--- src/rtl/regfile_wb_pkg.sv ---
// Shared definitions for the register-file write-back controller:
// queue depth default, queued-write entry type and the zero register.
package regfile_wb_pkg;

   localparam int unsigned WB_DEPTH = 4;
   localparam logic [4:0]  REG_ZERO = 5'd0;

   typedef struct packed {
      logic [4:0]  wr;
      logic [31:0] d;
   } wb_entry_t;

endpackage

--- src/rtl/regfile_wb_queue.sv ---
// Circular write-back buffer: up to two enqueues (A then B) and one dequeue per
// cycle, exposing every slot with its valid bit for the bypass search.
module regfile_wb_queue
   import regfile_wb_pkg::*;
#(
   parameter  int unsigned DEPTH = WB_DEPTH,
   localparam int unsigned PW    = $clog2(DEPTH),
   localparam int unsigned CW    = PW + 1
) (
   input  logic             clk,
   input  logic             clr,
   input  logic             enq_a,
   input  wb_entry_t        ent_a,
   input  logic             enq_b,
   input  wb_entry_t        ent_b,
   input  logic             deq,
   output wb_entry_t        head,
   output logic [CW-1:0]    count,
   output logic [PW-1:0]    rd_ptr,
   output wb_entry_t        slot [DEPTH],
   output logic [DEPTH-1:0] slot_vld
);

   wb_entry_t        mem_q [DEPTH];
   wb_entry_t        mem_d [DEPTH];
   logic [DEPTH-1:0] vld_q, vld_d;
   logic [PW-1:0]    wptr_q, wptr_d;
   logic [PW-1:0]    rptr_q, rptr_d;
   logic [CW-1:0]    cnt_q, cnt_d;
   logic [PW-1:0]    b_ptr;

   always_comb begin
      mem_d  = mem_q;
      vld_d  = vld_q;
      rptr_d = rptr_q;
      // B lands behind A when both are enqueued in the same cycle
      b_ptr  = wptr_q + PW'(enq_a);
      if (deq) begin
         vld_d[rptr_q] = 1'b0;
         rptr_d        = rptr_q + PW'(1);
      end
      if (enq_a) begin
         mem_d[wptr_q] = ent_a;
         vld_d[wptr_q] = 1'b1;
      end
      if (enq_b) begin
         mem_d[b_ptr] = ent_b;
         vld_d[b_ptr] = 1'b1;
      end
      wptr_d = wptr_q + PW'(enq_a) + PW'(enq_b);
      cnt_d  = cnt_q + CW'(enq_a) + CW'(enq_b) - CW'(deq);
   end

   always_ff @(posedge clk) begin
      if (clr) begin
         for (int unsigned i = 0; i < DEPTH; i++) begin
            mem_q[i] <= '0;
         end
         vld_q  <= '0;
         wptr_q <= '0;
         rptr_q <= '0;
         cnt_q  <= '0;
      end else begin
         mem_q  <= mem_d;
         vld_q  <= vld_d;
         wptr_q <= wptr_d;
         rptr_q <= rptr_d;
         cnt_q  <= cnt_d;
      end
   end

   assign head     = mem_q[rptr_q];
   assign count    = cnt_q;
   assign rd_ptr   = rptr_q;
   assign slot     = mem_q;
   assign slot_vld = vld_q;

endmodule

--- src/rtl/regfile_wb.sv ---
// Write-back controller owning the register-file write port: queues ALU and
// load/mul results, retires one per cycle and offers bypass to both readers.
module regfile_wb
   import regfile_wb_pkg::*;
#(
   parameter  int unsigned DEPTH = WB_DEPTH,
   localparam int unsigned PW    = $clog2(DEPTH),
   localparam int unsigned CW    = PW + 1
) (
   input  logic          Clk,
   input  logic          Clr,
   input  logic          ValidA,
   input  logic [4:0]    WrA,
   input  logic [31:0]   DA,
   output logic          ReadyA,
   input  logic          ValidB,
   input  logic [4:0]    WrB,
   input  logic [31:0]   DB,
   output logic          ReadyB,
   output logic          We,
   output logic [4:0]    Wr,
   output logic [31:0]   D,
   input  logic [4:0]    Ra,
   input  logic [4:0]    Rb,
   output logic          HitA,
   output logic          HitB,
   output logic [31:0]   QfA,
   output logic [31:0]   QfB,
   output logic [CW-1:0] Count
);

   logic [CW-1:0]    free;
   logic             enq_a, enq_b, deq;
   wb_entry_t        head;
   wb_entry_t        slot [DEPTH];
   logic [DEPTH-1:0] slot_vld;
   logic [PW-1:0]    rd_ptr;
   logic [PW-1:0]    idx;

   always_comb begin
      // no credit for the head retiring this cycle
      free   = CW'(DEPTH) - Count;
      ReadyA = (free >= CW'(1));
      ReadyB = (free >= CW'(2));
      enq_a  = ValidA && ReadyA && (WrA != REG_ZERO);
      enq_b  = ValidB && ReadyB && (WrB != REG_ZERO);
      deq    = (Count != '0);
      We     = deq;
      Wr     = deq ? head.wr : REG_ZERO;
      D      = deq ? head.d  : '0;
   end

   regfile_wb_queue #(.DEPTH(DEPTH)) u_queue (
      .clk      (Clk),
      .clr      (Clr),
      .enq_a    (enq_a),
      .ent_a    ('{wr: WrA, d: DA}),
      .enq_b    (enq_b),
      .ent_b    ('{wr: WrB, d: DB}),
      .deq      (deq),
      .head     (head),
      .count    (Count),
      .rd_ptr   (rd_ptr),
      .slot     (slot),
      .slot_vld (slot_vld)
   );

   // Walk oldest to youngest from the read pointer; later matches override.
   always_comb begin
      HitA = 1'b0;
      HitB = 1'b0;
      QfA  = '0;
      QfB  = '0;
      idx  = '0;
      for (int unsigned p = 0; p < DEPTH; p++) begin
         idx = rd_ptr + PW'(p);
         if (slot_vld[idx] && (Ra != REG_ZERO) && (slot[idx].wr == Ra)) begin
            HitA = 1'b1;
            QfA  = slot[idx].d;
         end
         if (slot_vld[idx] && (Rb != REG_ZERO) && (slot[idx].wr == Rb)) begin
            HitB = 1'b1;
            QfB  = slot[idx].d;
         end
      end
   end

endmodule

--- config.mk ---
export PLATFORM = sky130hd
export DESIGN_NAME = regfile_wb
export DESIGN_NICKNAME = d
export VERILOG_FILES = /design/src/rtl/regfile_wb_pkg.sv /design/src/rtl/regfile_wb_queue.sv /design/src/rtl/regfile_wb.sv
export SDC_FILE = /design/constraint.sdc
export NUM_CORES = 1
export LEC_CHECK = 0
export BUFFER_PORTS_ARGS = -buffer_cell sky130_fd_sc_hd__buf_4
export CAP_MARGIN = 20
export CORE_ASPECT_RATIO = 1.2
export CORE_UTILIZATION = 53
export CTS_BUF_LIST = sky130_fd_sc_hd__clkbuf_8
export CTS_CLUSTER_SIZE = 24
export DETAILED_ROUTE_END_ITERATION = 12
export PLACE_DENSITY = 0.86
export SYNTH_ARGS = -nofsm -noshare
export SYNTH_HDL_FRONTEND = slang
export SYNTH_SLANG_ARGS = --single-unit
--- constraint.sdc ---
create_clock -name Clk -period 7 [get_ports Clk]
set_input_delay 0.7 -clock Clk [delete_from_list [all_inputs] [get_ports Clk]]
set_output_delay 0.7 -clock Clk [all_outputs]
set_load 0.05 [all_outputs]
# Word-level counts from Yosys, hierarchy flattened
# Cells that the tools add are included.
dict set report word_totals {
  out_inout_bits 109
  wordCells 143
  regBits 159
  inputBits 88
}
dict set report classes {
  n_mux 55
  n_bitwise 10
  order_cmp 19
  n_reduce_logical 30
  eq_ne 8
  n_addsub 9
}
# cell n
set op_table {}
lappend op_table {{37-bit two-way mux} 10}
lappend op_table {{37-bit binary-select mux with 2-bit select} 4}
lappend op_table {{148-bit bitwise mux} 2}
lappend op_table {{148-bit two-way mux} 2}
lappend op_table {{32-bit two-way mux} 9}
lappend op_table {{37-bit demux with 2-bit select} 2}
lappend op_table {{5-bit == test} 8}
lappend op_table {{1-bit logical AND} 25}
lappend op_table {{5-bit nonzero test} 4}
lappend op_table {{3-bit greater-or-equal comparator (second input constant)} 6}
lappend op_table {{2-bit by 3-bit < comparator with 1-bit output (second input constant)} 6}
lappend op_table {{2-bit NOT with 3-bit output} 6}
lappend op_table {{1-bit two-way mux} 15}
lappend op_table {{4-bit two-way mux} 3}
lappend op_table {{1-bit binary-select mux with 2-bit select} 4}
lappend op_table {{4-bit bitwise OR} 2}
lappend op_table {{3-bit by 1-bit adder with 3-bit output} 2}
lappend op_table {{1-bit demux with 2-bit select} 3}
lappend op_table {{2-bit by 1-bit greater-or-equal comparator with 1-bit output (second input constant)} 3}
lappend op_table {{3-bit by 1-bit < comparator with 1-bit output (second input constant)} 2}
lappend op_table {{5-bit two-way mux} 1}
lappend op_table {{2-bit by 1-bit adder with 2-bit output} 2}
lappend op_table {{2-bit adder (second input constant)} 2}
lappend op_table {{4-bit bitwise AND} 1}
lappend op_table {{7 further kinds} 7}

# Logic depth before layout (Yosys ltp)
# Gate-level depths: netlist (run 1).
dict set report logic_depth {
  word_depth 12
  depth_mapped 17
  ltp_nobuf 12
}

# Hierarchy
# A second synthesis (run 1) with hierarchy kept.
dict set report hier_totals {
  cells_unflattened 1826
  area_unflattened_um2 14712.9
}
# module area_per_inst_um2 seq_area_each_um2 instances cells_per_inst
set modules_own_cells {}
lappend modules_own_cells {regfile_wb_queue 8147.8 3183.1 1 950}
lappend modules_own_cells {regfile_wb 6565.0 0.0 1 876}

# Worst setup path after synthesis (run 1)
# No wires, ideal clock.
dict set report synth_timing {
  kind {register to output}
  start {register u_queue.rptr_q[1] (netlist: u_queue.rd_ptr[1])}
  end {output QfB[30]}
  path_buffers 6
  path_stages_with_launch 15
  path_slack_ns 1.583
  arrival_time_ns 4.717
  required_time_ns 6.300
  path_cell_list {dfxtp_1 -> buf_2 -> buf_2 -> clkbuf_1 -> clkbuf_1 -> inv_1 -> ha_1 -> buf_6 -> mux4_2 -> xor2_1 -> nor4_4 -> and2_4 -> buf_12 -> a221oi_1 -> o31ai_1}
}
dict set report synth_via {
  elab_chain_cells 10
  elab_cells_between_ends 43
  classes_between {add/sub (3); eq/ne (4); mux (24); bitwise (4); reduce/logical (8)}
}
# element line
set synth_lines {}
lappend synth_lines {{start, declared} regfile_wb_queue.sv:28} ;# logic [PW-1:0] rptr_q, rptr_d;
lappend synth_lines {{start signal, assigned} regfile_wb_queue.sv:67} ;# rptr_q <= rptr_d;
lappend synth_lines {{2-bit by 1-bit adder with 2-bit output / 2-bit NOT with 3-bit output (equally long branches)} {regfile_wb.sv:76, regfile_wb.sv:81, regfile_wb.sv:83}}
lappend synth_lines {{2-bit NOT with 3-bit output (not written as such) / 37-bit binary-select mux with 2-bit select (equally long branches)} {regfile_wb.sv:81, regfile_wb.sv:83}}
lappend synth_lines {{37-bit binary-select mux with 2-bit select / 37-bit two-way mux (equally long branches)} {regfile_wb.sv:81, regfile_wb.sv:83}}
lappend synth_lines {{37-bit two-way mux (on tied branches)} {regfile_wb.sv:83, regfile_wb.sv:81}}
lappend synth_lines {{37-bit two-way mux (not written as such) / 5-bit == test (equally long branches)} {regfile_wb.sv:83, regfile_wb.sv:81}}
lappend synth_lines {{5-bit == test / 1-bit logical AND (equally long branches)} regfile_wb.sv:81} ;# if (slot_vld[idx] && (Rb != REG_ZERO) && (slot[idx].wr == Rb)) begin
lappend synth_lines {{1-bit logical AND / 32-bit two-way mux (equally long branches)} regfile_wb.sv:81}
lappend synth_lines {{32-bit two-way mux (2 in series)} regfile_wb.sv:81}
lappend synth_lines {{32-bit two-way mux *} regfile_wb.sv:81}
lappend synth_lines {{end, declared} regfile_wb.sv:28} ;# output logic [31:0] QfB,
# Mark *: on every way between the ends. The rest lies on a longest branch, timed or not. The select of a mux whose other input is x is not followed.

# Final worst setup path (run 1)
dict set report layout_timing {
  start {register u_queue.rptr_q[1] (netlist: u_queue.rd_ptr[1])}
  end {output QfB[31]}
}
# The elaborated chain is that of the path after synthesis.

==> flow_summary_export.csv, run 1 <==
group,metric,value,unit
critical_path,worstSetupStartpointType,"register",
yosys,synth_edf_count,0,
clock_tree,clk_latency,0.46,ns
clock_tree,cts_tree,"built",
detailed_routing,drt_first_iter_violations,1209,
yosys,netlist_instances,1362,
clock_tree,postCtsSetupBuffers,0,
timing,worst_pin_slew,1.12,ns
critical_path,worst_ep_arrival_time,4.64,ns
yosys,synthTopCellsByCount,"nor2_1 (199), mux2i_1 (180), dfxtp_1 (159)",
floorplanning,die_h,179,um
run,maxCapViolations,0,
yosys,ys_ff_latch,159,
hold_path,hp-class,"input port to register",
floorplanning,start_util,54.1,%
detailed_routing,dr.pass1.iters,8,
timing,finalSetupViolCount,0,
floorplanning,num_io_pins,197,
grt,overflow,0,
power,p_leak,5.88,nW
yosys,synth_seq_area_share,23.0,%
critical_path,cp_max_fo,33,
layout,area_growth,13.1,%
timing,finalHoldViolations,0,
power,ir_worst_vdd,0.471,mV
placed_design,io_buffers,196,
layout,drive_gt1_share,33.1,%
floorplanning,rows,64,
detailed_routing,wl,42100,um
yosys,synthFlopType,"dfxtp_1",
yosys,syn_nets,1463,
detailed_routing,vias,12595,
clock_tree,cts-root-buf,"clkbuf_8",
detailed_routing,avgViaCountPerCell,7.05,
placed_design,place_ws,2.23,ns
timing,finalWorstSetupSlack,1.66,ns
critical_path,path_class,"register to output pin",
clock_tree,cts_resized,0,
timing,post-route-min-period,5.34,ns
grt,grt_pass1_vias,12338,
layout,stdcell_area,0.0156,sq mm
placed_design,routabilityCongestion,0.929,
critical_path,end_kind,"output pin",
detailed_routing,ant_nets,0,
timing,rsz0062_at_grt,"no",
clock_tree,cts_buffers,17,
layout,nNetsFinal,1543,
clock_tree,cts_num_sinks,159,
yosys,netlist_top_cells_area,"mux4_2 (24%), dfxtp_1 (23%), mux2i_1 (13%), a211oi_1 (8.3%), nor2_1 (5.4%)",
yosys,yosysMostFrequentCell,"nor2_1",
yosys,yosys.area.top_type_share,24.5,%
yosys,syn_area,0.0138,sq mm
floorplanning,placeableCoreArea,0.0255,sq mm
power,power_density,432,mW/mm^2
floorplanning,fp.dieW,149,um
timing,post-route-period-util,76.3,%
grt,gr-usage-all-layers,31.8,%
timing,final.setup.tns,0,ns
grt,grt_pass1_wl,66300,um
timing,slew_headroom,25.4,%
timing,drv_slew,0,
timing,skew,0.0111,ns
yosys,yosysWarnings,0,
grt,antenna_found_initial,2,
timing,clock.fmax,187,MHz
placed_design,hpwlAfterDp,27200,um
clock_tree,h-tree-depth,4,
floorplanning,die_area,0.0267,sq mm
yosys,ys_types,51,
clock_tree,clockBufferDepth,2,
detailed_routing,drc,0,
critical_path,worstPathRequired,6.30,ns
grt,grt_start_max_net_pins,154,
outcome,outcome,"complete, no violations",
yosys,synth_top_cell_by_area,"mux4_2",
clock_tree,clkTransAtPathRegs,0.10,ns
clock_tree,ctsHoldBuffers,0,
yosys,synth_async_sr_flop_share,0,%
yosys,avgSynthCellArea,10.1,sq um
placed_design,place_area,0.0152,sq mm
detailed_routing,avgRoutedWirePerCell,23.6,um
==> routing by layer <==
layer	vias to the layer above	part of all wire (%)	GRT usage, %	wire [um]
met5	-	0	0	0
met1	6182	37	40.3	15500
met3	134	11	5.62	4450
met2	853	49	51.3	20500
li1	5426	-	-	-
met4	0	4.1	17.5	1730
==> per-stage QoR <==
step                total power [mW]  hold WS, ns  util, %  cells
floorplan                       5.00        0.500        -   1362
global placement                5.82        0.519     59.4   1752
detailed placement              5.98        0.548     59.4   1752
CTS                             6.71        0.520     61.0   1784
global route                    7.11        0.525     61.1   1785
finish                          6.74        0.545     61.1   1787
==> flip-flops by register name (all words and copies together), names as in the netlist <==
| register | cells |
|---|---|
| u_queue.slot | 148 |
| u_queue.slot_vld | 4 |
| u_queue.count | 3 |
| u_queue.rd_ptr | 2 |
| u_queue.wptr_q | 2 |
==> final timing paths <==
kind / start / to / slack [ns] / cells after the start
setup reg to reg: u_queue.count[1] / u_queue.slot[120] / 2.95 / 11
hold / removal: DB[23] / u_queue.slot[60] / 0.54 / 3
hold reg to reg: u_queue.slot_vld[2] / u_queue.slot_vld[2] / 0.56 / 2
setup / recovery: u_queue.rd_ptr[1] / QfB[31] / 1.66 / 9
==> report_power, final <==
group	internal (mW)	total, mW	switching, mW	leakage [nW]
logic	1.91	4.31	2.41	4.38
registers	1.26	1.71	0.452	1.30
clock network	0.333	0.718	0.385	0.200
total	3.50	6.74	3.24	5.88
==> worst max-delay path: stages, from the launching register on <==
cell and delay [ns]:
dfxtp_4 0.43, inv_1 0.10, ha_4 0.66, mux4_2 0.62, xor2_1 0.19, nor4_4 0.46, and2_4 0.67, a2111oi_0 0.24
nor3_1 0.50, buf_4 0.30
==> layout by cell type (no fill, tap or decap), drive strengths merged, types with 6 or more instances in the layout <==
cell / netlist / final
dfxtp: 159 / 159
a211oi: 155 / 155
inv: 13 / 18
nand3: 37 / 37
a221oi: 29 / 29
nor2: 199 / 199
and2: 36 / 36
mux2i: 180 / 180
mux4: 150 / 150
xnor2: 42 / 42
buf: 78 / 216
o211ai: 31 / 31
nand4: 7 / 7
o31ai: 31 / 31
ha: 12 / 12
nor3: 10 / 10
clkbuf: 77 / 18
nand2: 67 / 67
xor2: 6 / 6
==> cell families (layout without fill, tap and decap cells) <==
| kind of cell | Yosys count | in the layout | synth area share, % |
|---|---|---|---|
| AND/OR/NAND/NOR | 381 | 381 | 12.3 |
| multiplexers | 332 | 332 | 37.7 |
| AO/OA/AOI/OAI | 261 | 261 | 16.8 |
| buffers and inverters | 168 | 261 | 5.77 |
| flip-flops | 159 | 159 | 23.0 |
| XOR/XNOR | 48 | 48 | 3.15 |
| adder cells (fa/ha/maj) | 13 | 13 | 1.23 |
| other | 0 | 2 | 0 |
==> layout make-up <==
class                      count  area, sq um
antenna                        2         5.00
clock buffer                  18          248
clock inverter                14          159
fill                        2061         9930
inverter                      13         48.8
multi-input combinational   1035         9890
sequential                   159         3190
tap                          330          413
timing repair buffer         216         1660
No activity file was read; power rests on OpenSTA's default activity.
==> run 2: changes to the inputs <==
--- a/config.mk
+++ b/config.mk
@@ -5,6 +5,7 @@
 export SDC_FILE = /design/constraint.sdc
 export NUM_CORES = 1
 export LEC_CHECK = 0
+export ABC_AREA = 1
 export BUFFER_PORTS_ARGS = -buffer_cell sky130_fd_sc_hd__buf_4
 export CAP_MARGIN = 20
 export CORE_ASPECT_RATIO = 1.2
@@ -12,7 +13,7 @@
 export CTS_BUF_LIST = sky130_fd_sc_hd__clkbuf_8
 export CTS_CLUSTER_SIZE = 24
 export DETAILED_ROUTE_END_ITERATION = 12
-export PLACE_DENSITY = 0.86
+export PLACE_DENSITY = 0.85
 export SYNTH_ARGS = -nofsm -noshare
 export SYNTH_HDL_FRONTEND = slang
 export SYNTH_SLANG_ARGS = --single-unit
==> constraint.sdc (replaced) <==
create_clock -name Clk -period 5.5 [get_ports Clk]
set_input_delay 0.55 -clock Clk [delete_from_list [all_inputs] [get_ports Clk]]
set_output_delay 0.55 -clock Clk [all_outputs]
set_load 0.05 [all_outputs]
==> run 2 against run 1 <==
Sequential power rose by 9%. Total power increased by 69%. Die area up 7.4%. Register-to-register slack got worse by 1.7 ns. Sequential share of layout area decreased by 1.2 points. Synthesized area increased by 7.5%. Core utilization shrank 0.51 points. Routed wire length rose by 34%. Highest routed layer unchanged.
==> flow_summary_export.csv, run 2 <==
group,metric,value,unit
clock_tree,h-tree-depth,4,
clock_tree,cts_resized,0,
clock_tree,cts_buffers,17,
clock_tree,clockBufferDepth,2,
critical_path,end_kind,"output pin",
detailed_routing,avgViaCountPerCell,5.82,
detailed_routing,drt_first_iter_violations,2817,
hold_path,hp-class,"input port to register",
yosys,synth_xor_area_share,0.472,%
hold_path,min_to,"u_queue.wptr_q[0]",
timing,slew_headroom,37.3,%
yosys,syn_nets,2805,
power,power_density,688,mW/mm^2
yosys,avgSynthCellArea,5.49,sq um
layout,regArea,0.00319,sq mm
detailed_routing,dr.pass1.iters,7,
yosys,synth_async_sr_flop_share,0,%
floorplanning,rows,66,
detailed_routing,wl,56600,um
placed_design,dp_cells,3108,
critical_path,reg2reg_from,"u_queue.count[1]",
yosys,synthFlopType,"dfxtp_1",
timing,worst_pin_slew,0.940,ns
yosys,ys_ff_latch,159,
timing,post-route-min-period,4.94,ns
floorplanning,start_util,54.3,%
yosys,synth_edf_count,0,
yosys,synthTopCellsByCount,"nand2_1 (781), nor2_1 (456), o21ai_0 (367)",
grt,grt_pass1_vias,15402,
clock_tree,postCtsSetupBuffers,0,
timing,finalWorstSetupSlack,0.560,ns
run,maxCapViolations,0,
critical_path,r2r_end,"u_queue.slot[60]",
layout,utilization,60.6,%
floorplanning,die_area,0.0287,sq mm
timing,hold_slack,0.315,ns
layout,stdcell_area,0.0166,sq mm
timing,skew,0.0152,ns
timing,clock.fmax,202,MHz
critical_path,worstPathRequired,4.95,ns
layout,area_growth,11.6,%
placed_design,routabilityCongestion,1.07,
layout,nFillCells,2696,
floorplanning,die_h,185,um
detailed_routing,vias,18269,
yosys,synth_top_family_by_area,"simple AND/OR/NAND/NOR gates",
critical_path,worst_ep_arrival_time,4.39,ns
placed_design,io_buffers,196,
clock_tree,cts-root-buf,"clkbuf_8",
yosys,synth_mux_area_share,0,%
timing,finalHoldViolations,0,
outcome,outcome,"complete, no violations",
yosys,syn_area,0.0149,sq mm
layout,layout_common_cells,"nand2_1 (781), nor2_1 (456), o21ai_0 (367), buf_4 (226), inv_1 (216)",
yosys,synth_top_cell_by_area,"dfxtp_1",
layout,antenna_cells,0,
clock_tree,cts_tree,"built",
clock_tree,clkTransAtPathRegs,0.08,ns
critical_path,cp_max_fo,111,
grt,antenna_found_initial,0,
placed_design,place_area,0.0161,sq mm
floorplanning,num_io_pins,197,
yosys,netlist_top_cells_area,"dfxtp_1 (21%), nand2_1 (20%), o21ai_0 (12%), nor2_1 (12%), nand3_1 (7.0%)",
grt,grt_pass1_wl,87300,um
yosys,synth_compound_area_share,20.8,%
layout,nNetsFinal,2855,
floorplanning,fp.dieW,155,um
layout,multi_input_area,0.00994,sq mm
timing,rsz0062_at_grt,"no",
layout,stdcell_count,3141,
timing,post-route-period-util,89.8,%
placed_design,hpwlAfterDp,40700,um
critical_path,r2r_cells,17,
detailed_routing,avgRoutedWirePerCell,18.0,um
detailed_routing,drc,0,
clock_tree,cts_num_sinks,159,
critical_path,worstSetupStartpointType,"register",
detailed_routing,ant_nets,0,
grt,overflow,0,
yosys,synth-simple-area-share,44.2,%
placed_design,place_ws,1.14,ns
critical_path,ff2ff_setup_slack,1.27,ns
power,p_leak,8.86,nW
yosys,yosysWarnings,0,
yosys,synth_seq_area_share,21.4,%
floorplanning,placeableCoreArea,0.0273,sq mm
yosys,yosys.area.top_type_share,21.4,%
grt,grt_start_max_net_pins,112,
grt,gr-usage-all-layers,39.2,%
hold_path,min_path_cells,2,
yosys,synth_adder_area_share,1.15,%
timing,finalSetupViolCount,0,
power,totalPowerFinal,11.4,mW
layout,drive_gt1_share,11.9,%
hold_path,hold_start,"Clr",
clock_tree,ctsHoldBuffers,0,
timing,final.setup.tns,0,ns
layout,mostFrequentLayoutCell,"nand2_1",
yosys,netlist_instances,2704,
power,ir_worst_vdd,0.491,mV
clock_tree,clk_latency,0.48,ns
yosys,ys_types,33,
yosys,yosysMostFrequentCell,"nand2_1",
layout,largest_register_ffs,148,
critical_path,path_class,"register to output pin",
timing,drv_slew,0,
-- run 2: cell type report --
class / count / share of cell area [%]
clock buffer: 19 / 1.58
clock inverter: 13 / 0.906
inverter: 227 / 5.15
multi-input combinational: 2122 / 60.0
sequential: 159 / 19.2
tap: 374 / 2.82
timing repair buffer: 227 / 10.4
-- run 2: per-layer routing --
layer  vias up  wire length, um  GRT usage (%)
met4         0             1190           9.39
met2      1225            23000           56.6
li1       8727                -              -
met1      8236            24600           59.8
met3        81             7830           6.11
met5         -                0              0
-- run 2: worst max-delay path: stages (launching register included) --
cell and delay, ns:
dfxtp_4 0.35, buf_4 0.61, buf_4 0.86, o21ai_0 0.44, o21ai_0 0.78, nand4_1 0.32
nand3_1 0.16, nand2_1 0.06, nand2_1 0.05, buf_4 0.19
-- run 2: how the worst max path moves through the flow --
| stage | start | endpoint | slack (ns) | cells after the start |
|---|---|---|---|---|
| 6_report | u_queue.rd_ptr[0] | QfA[20] | 0.56 | 9 |
| 3_3_place_gp | u_queue.rd_ptr[0] | QfA[24] | 1.25 | 14 |
| 2_1_floorplan | u_queue.rd_ptr[1] | QfB[11] | 1.53 | 15 |
| 3_5_place_dp | u_queue.rd_ptr[0] | QfA[8] | 1.14 | 14 |
| 4_1_cts | u_queue.rd_ptr[0] | QfA[8] | 0.62 | 14 |
| 5_1_grt | u_queue.rd_ptr[0] | QfA[0] | 0.21 | 14 |
-- run 2: cells by family (layout without fill, tap and decap cells) --
kind of cell	Yosys count	count (layout)
AND/OR/NAND/NOR	1579	1579
AO/OA/AOI/OAI	522	522
buffers and inverters	423	486
flip-flops	159	159
adder cells (fa/ha/maj)	13	13
XOR/XNOR	8	8
-- run 2: where the power goes --
group	total [mW]	internal, mW	switching, mW
Clock	0.914	0.437	0.477
Combinational	8.63	2.35	6.28
Sequential	1.87	1.56	0.302
Total	11.4	4.35	7.06
